===== config.mk =====
export PLATFORM = sky130hd
export DESIGN_NAME = smooth_datapath
export DESIGN_NICKNAME = d
export VERILOG_FILES = /design/src/rtl/smooth_datapath.sv
export SDC_FILE = /design/constraint.sdc
export NUM_CORES = 1
export LEC_CHECK = 0
export ABC_AREA = 0
export ABC_CLOCK_PERIOD_IN_PS = 7400
export BUFFER_PORTS_ARGS = -buffer_cell sky130_fd_sc_hd__buf_4
export CORE_MARGIN = 1.5
export CORE_UTILIZATION = 40
export CTS_CLUSTER_SIZE = 40
export DETAILED_ROUTE_END_ITERATION = 12
export PLACE_DENSITY = 0.6
export SLEW_MARGIN = 20
export SYNTH_ARGS = -nofsm -noshare
export SYNTH_HDL_FRONTEND = slang
export SYNTH_SLANG_ARGS = --single-unit

===== constraint.sdc =====
create_clock -name sys_clk -period 7.4 [get_ports sys_clk]
set_input_delay 1.85 -clock sys_clk [delete_from_list [all_inputs] [get_ports sys_clk]]
set_output_delay 1.85 -clock sys_clk [all_outputs]
set_load 0.1 [all_outputs]

===== src/rtl/smooth_datapath.sv =====
// smooth_datapath -- two-tap weighted smoothing datapath driven by an
// external controller.
//
// A sample is captured in IDLE (sample_valid), shifting the two-entry history
// (hist0 = x[n], hist1 = x[n-1]) and moving to BUSY. While BUSY the
// controller steers a multiply-accumulate with SClr / FactorSel / AddrSel and
// finishes the operation with OutEn, which emits either the scaled
// accumulator or, if no SClr happened since capture, the raw sample.
// A watchdog returns the block to IDLE if OutEn never arrives.
//
// Optional build macro: SMOOTH_SAT_EN -- saturate the scaled accumulator to
// 16 bits instead of wrapping.
//
// Ports:
//   sys_clk       clock, rising edge
//   reset         synchronous, active-high reset
//   sample_in     signed 16-bit input sample
//   sample_valid  sample_in valid this cycle
//   sample_rdy    block accepts a sample (IDLE)
//   ready         one-cycle pulse: new sample captured
//   FactorSel     coefficient select (0: COEF_A, 1: COEF_B); accumulate
//   SClr          clear accumulator and load current product
//   AddrSel       operand select (0: hist0, 1: hist1)
//   OutEn         emit result and return to IDLE
//   out_data      signed 16-bit result, held until next OutEn
//   out_valid     one-cycle pulse, out_data valid
//   proto_err     sticky protocol error (cleared by reset only)
module smooth_datapath #(
  parameter logic signed [7:0] COEF_A      = 8'sd64,
  parameter logic signed [7:0] COEF_B      = 8'sd64,
  parameter int                SHIFT       = 7,
  parameter int                WDOG_CYCLES = 16
) (
  input  logic               sys_clk,
  input  logic               reset,
  input  logic signed [15:0] sample_in,
  input  logic               sample_valid,
  output logic               sample_rdy,
  output logic               ready,
  input  logic               FactorSel,
  input  logic               SClr,
  input  logic               AddrSel,
  input  logic               OutEn,
  output logic signed [15:0] out_data,
  output logic               out_valid,
  output logic               proto_err
);

  localparam int WW = $clog2(WDOG_CYCLES + 1);

  typedef enum logic {IDLE = 1'b0, BUSY = 1'b1} state_t;

  state_t             state, state_nxt;
  logic signed [15:0] hist0, hist1;
  logic signed [25:0] acc;
  logic               acc_valid;
  logic [WW-1:0]      wdog;

  logic signed [15:0] operand;
  logic signed [7:0]  coef;
  logic signed [23:0] product;
  logic signed [25:0] product_ext;
  logic signed [25:0] acc_sh;
  logic signed [15:0] fmt;
  logic               wdog_hit;

  // ---------------- datapath arithmetic ----------------
  always_comb begin
    operand     = AddrSel ? hist1 : hist0;
    coef        = FactorSel ? COEF_B : COEF_A;
    product     = operand * coef;
    product_ext = {{2{product[23]}}, product};
    acc_sh      = acc >>> SHIFT;
`ifdef SMOOTH_SAT_EN
    if (acc_sh > 26'sd32767)
      fmt = 16'sh7fff;
    else if (acc_sh < -26'sd32768)
      fmt = 16'sh8000;
    else
      fmt = acc_sh[15:0];
`else
    fmt = acc_sh[15:0];
`endif
  end

  // wdog counts completed BUSY cycles; the last allowed cycle times out.
  assign wdog_hit = (wdog == WW'(WDOG_CYCLES - 1));

  // ---------------- FSM: state register ----------------
  always_ff @(posedge sys_clk) begin
    if (reset) state <= IDLE;
    else       state <= state_nxt;
  end

  // ---------------- FSM: next state ----------------
  always_comb begin
    state_nxt = state;
    case (state)
      IDLE: if (sample_valid)        state_nxt = BUSY;
      BUSY: if (OutEn || wdog_hit)   state_nxt = IDLE;
      default:                       state_nxt = IDLE;
    endcase
  end

  // ---------------- FSM: outputs ----------------
  always_comb begin
    sample_rdy = (state == IDLE);
  end

  // ---------------- datapath registers ----------------
  always_ff @(posedge sys_clk) begin
    if (reset) begin
      hist0     <= '0;
      hist1     <= '0;
      acc       <= '0;
      acc_valid <= 1'b0;
      wdog      <= '0;
      ready     <= 1'b0;
      out_valid <= 1'b0;
      out_data  <= '0;
      proto_err <= 1'b0;
    end else begin
      ready     <= 1'b0;
      out_valid <= 1'b0;
      case (state)
        IDLE: begin
          // Controller strobes outside an operation are flagged only.
          if (SClr || FactorSel || OutEn) proto_err <= 1'b1;
          if (sample_valid) begin
            hist1     <= hist0;
            hist0     <= sample_in;
            acc_valid <= 1'b0;
            ready     <= 1'b1;
            wdog      <= '0;
          end
        end
        BUSY: begin
          wdog <= wdog + 1'b1;
          // OutEn wins over any accumulator update in the same cycle.
          if (OutEn) begin
            out_data  <= acc_valid ? fmt : hist0;
            out_valid <= 1'b1;
            acc_valid <= 1'b0;
          end else if (wdog_hit) begin
            proto_err <= 1'b1;
            acc_valid <= 1'b0;
          end else if (SClr) begin
            acc       <= product_ext;
            acc_valid <= 1'b1;
          end else if (FactorSel) begin
            acc <= acc + product_ext;
          end
        end
        default: ;
      endcase
    end
  end

endmodule


---- After elaboration in Yosys (flattened, before gate mapping) ----
Index checks and enable logic that the tools add are counted.
cells by class
  add/subtract/negate cells ............... 2
  eq/ne operators ......................... 6
  muxes and demuxes ....................... 19
  bitwise operators ....................... 3
  reduce and logical (&&, ||, !) cells .... 11
operator list
  operator                                                         number
  26-bit 2-to-1 mux                                                2
  16-bit 2-to-1 mux                                                2
  26-bit by 22-bit adder with 26-bit output                        1
  1-bit 2-to-1 mux                                                 10
  5-bit one-hot mux with 2 select lines                            1
  1-bit one-hot mux with 2 select lines                            3
  2-bit AND reduction                                              3
  5-bit by 1-bit adder with 5-bit output, second input constant    1
  5-bit by 4-bit == test with 1-bit output, second input constant  1
  5-bit 2-to-1 mux                                                 1
  2-bit by 1-bit != test with 1-bit output, second input constant  2
  2-bit != test, second input constant                             2
  4-bit by 3-bit != test with 1-bit output, second input constant  1
  4-bit AND reduction                                              1
  2-bit OR reduction                                               2
  1-bit logical OR                                                 3
  1-bit NOT                                                        3
  3-bit AND reduction                                              1
  2-bit nonzero test                                               1
word-level totals
  register bits ........................... 84
  input bits .............................. 23
  output and inout port bits .............. 20
  word-level logic and storage cells ...... 51

---- Depth between registers and ports, before layout ----
Gate-level depths: netlist (run 1).
  depth after elaboration ................. 4
  depth in mapped cells ................... 11
  depth with buffers taken out ............ 9

---- Least setup slack after synthesis (run 1) ----
OpenSTA, ideal clock, no wires.
  kind .................................... input -> register
  from .................................... in AddrSel
  to ...................................... reg acc[19]
  setup time .............................. 0.115 ns
  arrival time ............................ 4.308 ns
  data required time ...................... 7.285 ns
  path slack .............................. 2.977 ns
  stages on the path ...................... 10
  buffers on the path ..................... 2
  cells stage by stage .................... clkbuf_1 > buf_2 > mux2_2 > ha_1 > a2111oi_0 > o21ai_1 > a21oi_1 > o21ai_1 > xnor2_1 > a2111oi_0
on the way
  cells in the longest elaborated chain, start to end .. 4
ends and longest elaborated chain
  what                                       line  RTL
  start: declaration                         42    input logic AddrSel,
  16-bit 2-to-1 mux *                        69    operand = AddrSel ? hist1 : hist0;
  26-bit by 22-bit adder with 26-bit output  151   acc <= acc + product_ext;
  26-bit 2-to-1 mux                          150   end else if (FactorSel) begin
  26-bit 2-to-1 mux *                        147   end else if (SClr) begin
  end signal: assignment                     148   acc <= product_ext;
  end signal: assignment                     151
  end: declaration                           55    logic signed [25:0] acc;
Every way passes the cells marked *; elsewhere a longest branch is shown, timed or not. The select of a mux whose other input is x is not followed.
A chain may end at the register's enable or synchronous reset.

---- Final worst setup path (run 1) ----
Same ends and word-level chain as after synthesis.

==> metrics.md, run 1 <==
| Metric | Value |
|---|---|
| Final #Nets | between 400 and 500 |
| Combinational share of power | 0.164 |
| Core area | 9200 sq um |
| CP Buf/Inv Count | 1 |
| M1 WL | roughly 4400 um |
| Critical path arrival | 4.35 ns |
| Top_reg_cell synth | dfxtp_1 |
| Switch share | 0.291 |
| DRT antenna net count | 0 |
| Tcrit/Tclk final | 0.557 |
| EDFF count, synth | 0 |
| CTS clk-pin slew, worst paths | roughly 0.080 ns |
| Commonest non-fill, non-tap cell in the layout | dfxtp_1 |
| DRC viols | 0 |
| Clock Skews | roughly 0.0096 ns |
| Global-route wire length before repair | ~15,000 um |
| Global route overflow | 0 |
| Die Area | between 10,000 and 15,000 sq um |
| Worst Max-Slew Pin Slew | ~0.93 ns |
| GR Util All Layers | 0.184 |
| Synth Warn # | 0 |
| Fin. max-slew vios | 0 |
| Pwr dens | 216 nW/um^2 |
| Distinct cells, synth | 47 |
| Die Ht | around 100 um |
| Floorplan row count | 35 |
| Critical path peak fanout | 16 |
| Vias in the first global route | roughly 3,000 |
| Setup WS pre-CTS | between 2 and 3 ns |
| Pint | ~670 uW |
| Post-Syn Instances | ~420 |
| PnR Total Power | 948 uW |
| Worst setup EP type | register |
| Endpoints failing setup | 0 |
| Tmin final | 4.12 ns |
| Share of layout cells above drive strength 1 | 0.189 |
| CP peak stage delay | between 0.3 and 0.4 ns |
| Clock power frac | 0.374 |
| GPL Wtd Cong | 0.882 |
| Worst Path Required | roughly 7.6 ns |
| Peak VDD IR | 0.000119 V |
| Initial antenna violation count | 0 |
| Net Count, Synth | 458 |
| CTS sink count | 75 |
| Clock Latency Late Sink | about 0.35 ns |
| Hold Path Class | reg -> reg |
| Mapped Area | ~3800 sq um |
| Vias | 3,118 |
| Commonest cells after routing, fill and taps aside | 74 x dfxtp_1, 45 x buf_4, 41 x nor2_1 |
| Status | finished, final reports clean |
| WL/cell | approximately 16 um |
| Final core utilization | 0.478 |
| Wirelength, routed | 8970 um |
| Setup TNS | 0 ns |
| RSZ-0062 raised after global routing | no |
| Vias per cell | 5.56 |
| Setup bufs post-CTS | 0 |
| FFs w/ async S/R, synth | 0 |
| Setup ws final | between 3 and 4 ns |
| CTS tree | yes |
| Hpwl dp | about 5800 um |
| Leakage | ~1.7 nW |
| P&R area growth vs syn | 16.0% |
| Sw power | approximately 280 uW |
| Crit path kind | in -> reg |
| CP max stage cell | a2111oi_0 |
| Seq pwr share | 0.462 |
| Worst path cell trace | buf_4 -> mux2_2 -> ha_1 -> a2111oi_0 -> o21ai_1 -> a21oi_1 -> o21ai_1 -> xnor2_1 -> a2111oi_0 |
| CTS resizes | 0 |
| Cts hold-fix bufs | 0 |
| CTS max path bufs | 2 |
| Diodes inserted | 0 |
| Met3 WL | between 300 and 400 um |
| Register area share after synthesis | 0.396 |
| Drt pass-1 iters | 4 |
| Final Hold Fails | 0 |
| Yosys reg bits | 75 |
| Die Wd | about 100 um |
| Top sig layer | met4 |
| Crit path launch type | input pin |
| Slew HR | 0.377 |
| Largest net degree at the start of global routing | 39 |
| Initial core utilization | 0.412 |
| CTS Buf Count | 9 |
| Max_cap viols | 0 |
| Initial detailed-routing violation count | 126 |
| DR WL met2 | around 4000 um |
| H-Tree Depth | 3 |
| Port Buffers | 42 |
| Ports | 43 |
| Avg Cell Area, Syn | between 9 and 10 sq um |
| Clock Tree Root | clkbuf_8 |
| Max Freq | around 240 MHz |
| CP delay by family, top | compound AO/OA/AOI/OAI gates |
-- area by class of cell --
type	instances	area, sq um
fill	884	4800
clock inverter	6	88.8
clock buffer	10	138
sequential	75	1500
multi-input combinational	308	2170
timing repair buffer	45	338
inverter	6	22.5
tap	111	139
-- cells in the mapped netlist (2+ instances only) --
master     number  area share
o21a_1          4      0.0079
mux2_2         16       0.048
nor3b_1         2      0.0040
nand3_1         9       0.012
a22o_1         32       0.074
buf_2           5      0.0066
a21o_1          2      0.0040
xnor2_1        11       0.025
nand4_1         2      0.0033
inv_1           5      0.0050
nor3_1          7      0.0092
a21oi_1        28       0.037
nand2_1        34       0.034
ha_1           18       0.059
o21bai_1        3      0.0059
and3_1          4      0.0066
o21ai_1         3      0.0040
mux2i_1        19       0.050
and2_1          5      0.0083
nor2_1         42       0.042
o211ai_1        5      0.0099
o21ai_0        14       0.019
a211oi_1       23       0.046
dfxtp_1        75        0.40
or4b_1          2      0.0053
a2111oi_0       2      0.0046
xor2_1          3      0.0069
nor2b_1         2      0.0033
clkbuf_1       21       0.021
-- power by group through the flow --
stage          Sequential, mW  Clock [mW]  Combinational (mW)
3_5_place_dp            0.448           0               0.155
3_3_place_gp            0.447           0               0.154
5_1_grt                 0.441       0.381               0.167
6_report                0.438       0.355               0.155
4_1_cts                 0.438       0.364               0.156
2_1_floorplan           0.484           0              0.0779
-- state kept, by name, summed over array words and instances, names as in the netlist --
register   flops
wdog           5
hist1         16
proto_err      1
out_data      16
state          1
hist0         16
acc_valid      1
ready          1
out_valid      1
acc           17
-- kinds of logic after synthesis --
group	count (synthesis)	synth area share
and+or+nand+nor	115	0.143
adders and majority gates	19	0.0648
xor gates and xnor gates	14	0.0324
DFF	75	0.396
muxes	36	0.101
buffers and inverters	33	0.0344
AOI/OAI and AO/OA	124	0.228
-- worst register-to-register path, delay by kind of cell (launching register included) --
| family | cells | cell delay (ns) |
|---|---|---|
| compound gates | 5 | 1.40 |
| fa+ha+maj | 1 | 0.34 |
| mux | 1 | 0.28 |
| xor+xnor | 1 | 0.13 |
| flops | 1 | 0.34 |
-- metal layers --
layer | vias up | global-route usage
li1 | 1592 | -
met1 | 1457 | 0.252
met5 | - | 0
met2 | 60 | 0.289
met4 | 0 | 0.0683
met3 | 9 | 0.0348
-- path summary, 6_finish.rpt --
path / slack, ns / depth (start not counted) / startpoint / endpoint
max: 3.28 / 9 / AddrSel / acc[19]$_SDFFE_PP0P_
min: 0.48 / 1 / hist1[12]$_SDFFE_PP0P_ / hist1[12]$_SDFFE_PP0P_
max reg2reg: 4.79 / 8 / hist0[6]$_SDFFE_PP0P_ / acc[19]$_SDFFE_PP0P_
min reg2reg: 0.48 / 1 / hist1[12]$_SDFFE_PP0P_ / hist1[12]$_SDFFE_PP0P_
-- metrics by stage --
step | std cells | instance area, sq um | hold WS, ns
2_1_floorplan | 416 | 3790 | 0.444
3_3_place_gp | 545 | 4170 | 0.456
3_5_place_dp | 545 | 4170 | 0.459
4_1_cts | 561 | 4390 | 0.483
5_1_grt | 561 | 4390 | 0.495
6_report | 561 | 4390 | 0.481
Note: power is estimated with default switching activity, not from simulation.
==> run 2, diff against run 1 <==
--- a/config.mk
+++ b/config.mk
@@ -6,13 +6,13 @@
 export NUM_CORES = 1
 export LEC_CHECK = 0
 export ABC_AREA = 0
-export ABC_CLOCK_PERIOD_IN_PS = 7400
+export ABC_CLOCK_PERIOD_IN_PS = 3500
 export BUFFER_PORTS_ARGS = -buffer_cell sky130_fd_sc_hd__buf_4
 export CORE_MARGIN = 1.5
 export CORE_UTILIZATION = 40
 export CTS_CLUSTER_SIZE = 40
 export DETAILED_ROUTE_END_ITERATION = 12
-export PLACE_DENSITY = 0.6
+export PLACE_DENSITY = 0.62
 export SLEW_MARGIN = 20
 export SYNTH_ARGS = -nofsm -noshare
 export SYNTH_HDL_FRONTEND = slang
==> constraint.sdc (replaced) <==
create_clock -name sys_clk -period 3.5 [get_ports sys_clk]
set_input_delay 0.875 -clock sys_clk [delete_from_list [all_inputs] [get_ports sys_clk]]
set_output_delay 0.875 -clock sys_clk [all_outputs]
set_load 0.1 [all_outputs]
==> metrics.md, run 2 (synthesized netlist as in run 1, its figures left out) <==
| Metric | Value |
|---|---|
| Pint | 1.44 mW (+110%) |
| CTS max path bufs | 2 (unchanged) |
| Ports | 43 (unchanged) |
| Clock power frac | 0.376 (+0.002) |
| Core area | 9200 sq um (unchanged) |
| Setup TNS | 0 ns (unchanged) |
| Largest register FFs | 17 (unchanged) |
| Slew HR | 0.598 (+0.221) |
| Initial core utilization | 0.412 (unchanged) |
| Vias | 3,156 (+1.2%) |
| Critical path peak fanout | 12 (-4) |
| Seq pwr share | 0.460 (-0.002) |
| Crit path kind | in -> reg |
| Combinational share of power | 0.164 (about the same) |
| RSZ-0062 raised after global routing | no |
| Diodes inserted | 0 (unchanged) |
| Vias per cell | 5.58 (+0.32%) |
| Fin. max-slew vios | 0 (unchanged) |
| Global route overflow | 0 (unchanged) |
| DRT antenna net count | 0 (unchanged) |
| Commonest cells after routing, fill and taps aside | 74 x dfxtp_1, 50 x buf_4, 41 x nor2_1 |
| Wirelength, routed | 8710 um (-2.9%) |
| Leakage | 1.76 nW (+1.5%) |
| Port Buffers | 42 (unchanged) |
| Final instance area | 4430 sq um (+0.80%) |
| CTS sink count | 75 (unchanged) |
| Worst Path Required | 3.73 ns (-3.90 ns) |
| Hold Path Class | reg -> reg |
| Clock Tree Root | clkbuf_8 |
| Setup bufs post-CTS | 0 (unchanged) |
| Endpoints failing setup | 0 (unchanged) |
| CTS Buf Count | 9 (unchanged) |
| CTS clk-pin slew, worst paths | 0.08 ns (about the same) |
| Hpwl dp | 5920 um (+1.8%) |
| Share of layout cells above drive strength 1 | 0.193 (+0.00452) |
| Vias in the first global route | 2,990 (-0.66%) |
| Sw power | 568 uW (+110%) |
| Peak VDD IR | 0.000227 V (+91%) |
| Status | finished, final reports clean |
| Pwr dens | 454 nW/um^2 (+110%) |
| CTS tree | yes |
| Critical path arrival | 3.35 ns (-1.00 ns) |
| GR Util All Layers | 0.181 (-0.00356) |
| Die Wd | 100 um (unchanged) |
| Final #Nets | 492 (+1.0%) |
| GPL Wtd Cong | 0.930 (+5.4%) |
| Max Freq | about 320 MHz |
| Largest net degree at the start of global routing | 39 (unchanged) |
| P&R area growth vs syn | 16.9% |
| Clock Latency Late Sink | 0.35 ns (about the same) |
| Worst setup EP type | register |
| Floorplan row count | 35 (unchanged) |
| Max_cap viols | 0 (unchanged) |
| DRC viols | 0 (unchanged) |
| Cts hold-fix bufs | 0 (unchanged) |
| WL/cell | 15.4 um (-3.8%) |
| CTS resizes | 0 (unchanged) |
| Commonest non-fill, non-tap cell in the layout | dfxtp_1 |
| Tmin final | a little over 3 ns |
| Initial antenna violation count | 0 (unchanged) |
| Crit path launch type | input pin |
| Register bank with the most flops | acc |
| Placed Area | 4200 sq um (+0.81%) |
| Worst Max-Slew Pin Slew | 0.602 ns (-0.332 ns) |
| Initial detailed-routing violation count | 117 (-7.1%) |
| Die Ht | 100 um (unchanged) |
| Tcrit/Tclk final | 0.890 |
| Clock Skews | 0.0120 ns (+0.00242 ns) |
| Global-route wire length before repair | 14,400 um (-2.1%) |
| Final Hold Fails | 0 (unchanged) |
| Drt pass-1 iters | 4 (unchanged) |
| Switch share | 0.282 (-0.00830) |
| H-Tree Depth | 3 (unchanged) |
| Die Area | 10,100 sq um (unchanged) |
-- run 2: changes by cell type in the layout (fill, tap and decap cells not counted), sizes merged --
cell | before | now
buf | 45 | 50
clkbuf | 10 | 12
clkinv | 2 | 1
clkinvlp | 2 | 1
-- run 2: final timing paths --
kind / slack [ns] / startpoint / to / depth (start not counted)
setup / recovery: 0.38 / AddrSel / acc[19]$_SDFFE_PP0P_ / 9
hold / removal: 0.48 / hist1[7]$_SDFFE_PP0P_ / hist1[7]$_SDFFE_PP0P_ / 1
setup reg to reg: 0.87 / hist0[6]$_SDFFE_PP0P_ / acc[19]$_SDFFE_PP0P_ / 8
hold reg to reg: 0.48 / hist1[7]$_SDFFE_PP0P_ / hist1[7]$_SDFFE_PP0P_ / 1
-- run 2: critical path, cell delays in order --
cell	delay [ns]
buf_4	0.19
mux2_2	0.37
ha_1	0.34
a2111oi_0	0.48
o21ai_1	0.20
a21oi_1	0.28
o21ai_1	0.12
xnor2_1	0.13
a2111oi_0	0.35
-- run 2: power by group through the flow --
stage               combinational (mW)  clock, mW  sequential, mW
global route                     0.356      0.810           0.932
CTS                              0.332      0.774           0.926
detailed placement               0.331          0           0.946
global placement                 0.327          0           0.945
floorplan                        0.165          0            1.02
finish                           0.330      0.756           0.926
-- run 2: metrics by stage --
stage	utilization	setup WS (ns)	total power, mW	hold slack, ns	instances
after floorplan	-	0.0521	1.19	0.444	416
after global placement	0.457	0.227	1.27	0.458	550
after detailed placement	0.457	0.0410	1.28	0.459	550
after CTS	0.481	0.410	2.03	0.480	566
after global routing	0.482	0.212	2.10	0.498	566
final	0.482	0.384	2.01	0.476	566
-- run 2: metal layers --
metal  part of all wire  vias up  track usage
met5                  0        -            0
met4              0.018        0       0.0769
li1                   -     1594            -
met2               0.45       71        0.285
met3              0.037       15       0.0418
met1               0.49     1476        0.238
-- run 2: cell type report --
cell class                      instances  area (sq um)
Fill cell                             912          4770
Inverter                                6          22.5
Timing Repair Buffer                   50           375
Clock buffer                           12           155
Sequential cell                        75          1500
Multi-Input combinational cell        308          2160
Clock inverter                          4          72.6
Tap cell                              111           139
